$ cat src/rtl/masked_inv_sbox_pkg.sv
// masked_inv_sbox_pkg: shared constants, share type and GF(2^8) helpers for the masked inverse S-box
package masked_inv_sbox_pkg;
  localparam int SHARE_W = 8;
  localparam logic [SHARE_W-1:0] INV_AFF_C = 8'h05;
  localparam int LAT = 6;
  localparam int LAT_OUT_REG = 7;
  localparam int R0_LSB = 0;
  localparam int R1_LSB = 8;
  localparam int KR_LSB = 16;
  typedef struct packed {
    logic [SHARE_W-1:0] sh1;
    logic [SHARE_W-1:0] sh0;
  } shares_t;
  function automatic logic [7:0] gf_mul(input logic [7:0] a, input logic [7:0] b);
    logic [7:0] p;
    logic [7:0] t;
    p = '0;
    t = a;
    for (int i = 0; i < 8; i++) begin
      if (b[i]) p = p ^ t;
      t = {t[6:0], 1'b0} ^ (t[7] ? 8'h1b : 8'h00);
    end
    return p;
  endfunction
  // x^254 by square-and-multiply; zero maps to zero
  function automatic logic [7:0] gf_inv(input logic [7:0] x);
    logic [7:0] x2, x3, x12, x15, x240;
    x2 = gf_mul(x, x);
    x3 = gf_mul(x2, x);
    x12 = gf_mul(x3, x3);
    x12 = gf_mul(x12, x12);
    x15 = gf_mul(x12, x3);
    x240 = x15;
    for (int i = 0; i < 4; i++) x240 = gf_mul(x240, x240);
    return gf_mul(gf_mul(x240, x12), x2);
  endfunction
  function automatic logic [7:0] r0_map(input logic [7:0] r);
    return (r == 8'h00) ? 8'h01 : r;
  endfunction
endpackage

$ cat src/rtl/masked_inv_sbox_inv_linear_mapping.sv
// inv_linear_mapping: linear part of the AES inverse affine map (rotl 1 ^ rotl 3 ^ rotl 6)
module inv_linear_mapping (
  input  logic [7:0] x,
  output logic [7:0] y
);
  assign y = {x[6:0], x[7]} ^ {x[4:0], x[7:5]} ^ {x[1:0], x[7:2]};
endmodule

$ cat src/rtl/masked_inv_sbox.sv
// masked_inv_sbox: first-order multiplicatively masked AES inverse S-box, 6-stage pipeline (7 with MASKED_INV_SBOX_OUT_REG_EN)
module masked_inv_sbox
  import masked_inv_sbox_pkg::*;
(
  input  logic        clk,
  input  logic        rst,
  input  logic        in_valid,
  input  logic [19:0] PRNG,
  input  logic [15:0] inp,
  output logic        out_valid,
  output logic [15:0] SB_out,
  output logic        busy
);
  logic [7:0] l1, l0, n1, n0, r0, r1, b1, b0, pinv, p0;
  logic [3:0] z, e1, o1, e0, o0, k1_11, k1_10, k1_01, k1_00, c1_1, c1_0;
  logic [1:0] k2_11, k2_10, k2_01, k2_00, c2_1, c2_0, dd5, dd6;
  logic       k3_11, k3_10, k3_01, k3_00, d1, d0;
  shares_t    a_q1, a_q2, a_q3, a_q4, pr, yp, y_comb;
  logic [5:0] vld;
  logic [2:0] cnt;
  inv_linear_mapping u_lm1 (.x(inp[15:8]), .y(l1));
  inv_linear_mapping u_lm0 (.x(inp[7:0]),  .y(l0));
  assign r0 = r0_map(PRNG[R0_LSB +: 8]);
  assign r1 = PRNG[R1_LSB +: 8];
  assign z = PRNG[KR_LSB +: 4];
  // Kronecker delta as a DOM AND tree over the shared bits of ~a
  assign n1 = ~a_q1.sh1;
  assign n0 = a_q1.sh0;
  assign e1 = {n1[6], n1[4], n1[2], n1[0]};
  assign o1 = {n1[7], n1[5], n1[3], n1[1]};
  assign e0 = {n0[6], n0[4], n0[2], n0[0]};
  assign o0 = {n0[7], n0[5], n0[3], n0[1]};
  assign c1_1 = k1_11 ^ k1_10;
  assign c1_0 = k1_00 ^ k1_01;
  assign c2_1 = k2_11 ^ k2_10;
  assign c2_0 = k2_00 ^ k2_01;
  assign d1 = k3_11 ^ k3_10;
  assign d0 = k3_00 ^ k3_01;
  assign b1 = a_q4.sh1 ^ {7'b0, d1};
  assign b0 = a_q4.sh0 ^ {7'b0, d0};
  assign pinv = gf_inv(pr.sh1 ^ pr.sh0);
  assign y_comb = {yp.sh1 ^ {7'b0, dd6[1]}, yp.sh0 ^ {7'b0, dd6[0]}};
  assign busy = (cnt != 3'd0);
  always_ff @(posedge clk) begin
    if (rst) begin
      a_q1 <= '0;
      a_q2 <= '0;
      a_q3 <= '0;
      a_q4 <= '0;
      k1_11 <= '0;
      k1_10 <= '0;
      k1_01 <= '0;
      k1_00 <= '0;
      k2_11 <= '0;
      k2_10 <= '0;
      k2_01 <= '0;
      k2_00 <= '0;
      k3_11 <= 1'b0;
      k3_10 <= 1'b0;
      k3_01 <= 1'b0;
      k3_00 <= 1'b0;
      pr <= '0;
      p0 <= '0;
      dd5 <= '0;
      dd6 <= '0;
      yp <= '0;
      vld <= '0;
      cnt <= '0;
    end else begin
      a_q1 <= {l1 ^ INV_AFF_C, l0};
      a_q2 <= a_q1;
      a_q3 <= a_q2;
      a_q4 <= a_q3;
      k1_11 <= e1 & o1;
      k1_10 <= (e1 & o0) ^ z;
      k1_01 <= (e0 & o1) ^ z;
      k1_00 <= e0 & o0;
      k2_11 <= {c1_1[2], c1_1[0]} & {c1_1[3], c1_1[1]};
      k2_10 <= ({c1_1[2], c1_1[0]} & {c1_0[3], c1_0[1]}) ^ z[1:0];
      k2_01 <= ({c1_0[2], c1_0[0]} & {c1_1[3], c1_1[1]}) ^ z[1:0];
      k2_00 <= {c1_0[2], c1_0[0]} & {c1_0[3], c1_0[1]};
      k3_11 <= c2_1[0] & c2_1[1];
      k3_10 <= (c2_1[0] & c2_0[1]) ^ z[0];
      k3_01 <= (c2_0[0] & c2_1[1]) ^ z[0];
      k3_00 <= c2_0[0] & c2_0[1];
      pr <= {gf_mul(r0, b1), gf_mul(r0, b0)};
      p0 <= r0;
      dd5 <= {d1, d0};
      yp <= {gf_mul(p0, pinv ^ r1), gf_mul(p0, r1)};
      dd6 <= dd5;
      vld <= {vld[4:0], in_valid};
      cnt <= (in_valid && !out_valid) ? cnt + 3'd1 :
             (!in_valid && out_valid) ? cnt - 3'd1 : cnt;
    end
  end
`ifdef MASKED_INV_SBOX_OUT_REG_EN
  always_ff @(posedge clk) begin
    if (rst) begin
      out_valid <= 1'b0;
      SB_out <= '0;
    end else begin
      out_valid <= vld[5];
      SB_out <= y_comb;
    end
  end
`else
  assign out_valid = vld[5];
  assign SB_out = y_comb;
`endif
endmodule

$ cat config.mk
export PLATFORM = sky130hd
export DESIGN_NAME = masked_inv_sbox
export DESIGN_NICKNAME = d
export VERILOG_FILES = /design/src/rtl/masked_inv_sbox_pkg.sv /design/src/rtl/masked_inv_sbox_inv_linear_mapping.sv /design/src/rtl/masked_inv_sbox.sv
export SDC_FILE = /design/constraint.sdc
export NUM_CORES = 1
export LEC_CHECK = 0
export BUFFER_PORTS_ARGS = -buffer_cell sky130_fd_sc_hd__buf_4
export CAP_MARGIN = 25
export CORE_UTILIZATION = 59
export DETAILED_ROUTE_END_ITERATION = 6
export GPL_TIMING_DRIVEN = 1
export PLACE_DENSITY_LB_ADDON = 0.05
export SETUP_SLACK_MARGIN = 0.02
export SYNTH_ARGS = -nofsm -noshare
export SYNTH_HDL_FRONTEND = slang
export SYNTH_SLANG_ARGS = --single-unit
export TNS_END_PERCENT = 10
$ cat constraint.sdc
create_clock -name clk -period 20.1 [get_ports clk]
set_clock_uncertainty 0.05 [all_clocks]
set_input_delay 4.02 -clock clk [delete_from_list [all_inputs] [get_ports clk]]
set_output_delay 4.02 -clock clk [all_outputs]
set_load 0.02 [all_outputs]
==> flow_summary.json <==
{
  "chipHeight_microns": 190,
  "clk_latency_ps": 420,
  "finalCriticalPeriod_ps": 19010,
  "row_count": 68,
  "grt_pass1_vias": 17398,
  "worst_pin_slew_ps": 1090,
  "ant_nets": 0,
  "fin_nets": 2687,
  "synth-warning-count": 0,
  "dieWidth_microns": 190,
  "final_cell_mix": "xnor2_1, nand2_1, nor2_1",
  "avgRoutedWirePerCell_microns": 17.9,
  "synth-main-ff-cell": "dfxtp_1",
  "r2r_end": "yp[13]",
  "clk_path_buf_depth": 2,
  "htreeDepth": 4,
  "crit_slowest_cell": "xnor3_2",
  "cts_hold_buf": 0,
  "finalCritPeriodShare_pct": 94.6,
  "timing.rr.start": "pr[0]",
  "endpoint_kind": "flop",
  "synthCells": 2622,
  "critical_path_required_ps": 20340,
  "drv_cap": 0,
  "dp_slack_ps": 117,
  "die_area_sq_mm": 0.0360,
  "finalInstanceArea_sq_mm": 0.0226,
  "cts-root-buf": "clkbuf_16",
  "dpl.hpwl_microns": 41200,
  "min-delay-start": "dd5[1]",
  "grt_pass1_wl_microns": 90400,
  "vias": 18161,
  "hold_class": "reg -> reg",
  "drv_slew": 0,
  "hold_violations": 0,
  "drive_gt1_share_pct": 12.3,
  "drt-initial-drc-count": 1449,
  "vias_per_cell": 5.85,
  "clock.fmax_ghz": 0.0526,
  "grt_max_degree": 77,
  "wirelength_microns": 55400,
  "fin_util_pct": 65.1,
  "timing.final.ws_setup_ps": 1090,
  "r2r_cells": 60,
  "finalSetupViolCount": 0,
  "synthTopCellsByArea": "xnor2_1, dfxtp_1, xnor3_1",
  "synth.avg_cell_area_sq_um": 7.92,
  "holdWs_ps": 381,
  "cp-start-kind": "flop",
  "synth-edff-count": 0,
  "n_antenna_cell": 0,
  "start_util_pct": 60.0,
  "firstDrtPassIters": 6,
  "arrival_ps": 19250,
  "syn_nets": 2672,
  "ys_seq_area_share_pct": 14.0,
  "cpPeakStageDelay_ps": 580,
  "path_common_cell": "xnor3_1",
  "io_pins": 57,
  "synth_top_area_cell": "xnor2_1",
  "core_area_sq_mm": 0.0346,
  "synth_seq_cells": 145,
  "cts_tree": "yes",
  "critPathKind": "reg -> reg",
  "grtUsageTotal_pct": 31.0,
  "ys_types": 110,
  "cts_buffers": 17,
  "netlist_area_sq_mm": 0.0208,
  "r2r_slack_ps": 1090,
  "cp_max_fo": 23,
  "synth-async-reset-ratio_pct": 0,
  "maxSlewHeadroom_pct": 27.3,
  "area_growth_pct": 8.60,
  "cts_sinks": 145,
  "place.gp.congestion": 0.960,
  "antenna_found_initial": 0,
  "io_buffers": 56,
  "placed_area_sq_mm": 0.0217,
  "hold_path_depth": 1,
  "drc": 0,
  "hold_path_end": "dd6[1]",
  "path_clk_slew_ps": 60,
  "status": "finished, final reports clean",
  "synth_top_area_share_pct": 24.0,
  "grt_overflow_total": 0,
  "layout_commonest_cell": "xnor2_1"
}
## stage by stage
stage | cells | setup TNS [ps]
2_1_floorplan | 2622 | 0
3_3_place_gp | 3063 | 0
3_5_place_dp | 3063 | 0
4_1_cts | 3095 | 0
5_1_grt | 3105 | -3.91
6_report | 3105 | 0
## worst max-delay path: cells and delay by family (launching register included)
family,cells,cell delay [ps]
xor+xnor,27,10200
compound gates,12,3060
simple gates,14,3150
mux,1,370
flops,1,330
fa+ha+maj,1,420
buf+inv,5,1260
## kinds of logic after synthesis
logic type / Yosys count / synth area share (%)
compound gates: 386 / 12.9
xor+xnor: 811 / 42.8
fa+ha+maj: 11 / 0.699
buf+inv: 212 / 4.61
flops: 145 / 14.0
mux: 67 / 3.33
simple gates: 990 / 21.7
## layout make-up
type / instances / area, sq um
clock buffer: 18 / 429
tap: 455 / 569
multi-input combinational: 2265 / 17100
fill: 3042 / 12100
inverter: 42 / 158
clock inverter: 14 / 150
sequential: 145 / 2900
timing repair buffer: 166 / 1250
## worst max path at each step
stage | slack (ps) | startpoint | endpoint | depth (start not counted)
detailed placement | 120 | pr[0] | yp[12] | 59
CTS | 70 | pr[0] | yp[14] | 60
finish | 1090 | pr[0] | yp[13] | 60
global route | -4 | pr[0] | yp[13] | 70
floorplan | 150 | pr[7] | yp[13] | 82
global placement | 200 | pr[0] | yp[13] | 61
## synth_stat cells, types with 11 or more instances
master and n:
a21oi_1 98, o21ai_0 62, xnor2_1 568, a211oi_1 16, xor2_1 101, o22ai_1 30, nand2b_1 16, clkbuf_1 96
buf_4 20, o21ai_1 15, xor2_2 11, or3_1 23, nor2b_1 82, buf_2 36, nor2_1 326, xnor2_2 23
and2_1 21, xnor3_1 88, nand3_1 48, a22oi_1 26, mux2i_1 60, dfxtp_1 145, nand2_1 328, inv_2 13
nor3_1 68, and3_1 13, inv_1 27
## sequential cells by signal (all words and copies together) (netlist names)
register	flops
a_q1	8
a_q2	16
a_q3	16
a_q4	16
cnt	3
dd5	2
dd6	2
k1_00	4
k1_01	4
k1_10	4
k1_11	4
k2_00	2
k2_01	2
k2_10	2
k2_11	2
k3_00	1
k3_01	1
k3_10	1
k3_11	1
n0	8
p0	8
pr	16
vld	6
yp	16
## per-layer routing
metal  vias up  global-route usage [%]  share of wire [%]  routed length (microns)
met4         0                    13.6                3.7                     2060
li1       8812                       -                  -                        -
met2       658                    54.9                 50                    27500
met5         -                       0                  0                        0
met3       146                    3.28                5.9                     3260
met1      8545                    37.8                 41                    22700
## repair_timing
item                       in CTS  in global routing
cloned                          0                  0
setup buffers                   0                 10
resized for setup               1                 28
hold endpoints to repair        0                  0
pin swaps                       0                  7
setup endpoints to repair       1                  8
Power is left out: the tool's default activity adds up to more than one toggle a clock period on the data nets, which glitch-free logic cannot reach.
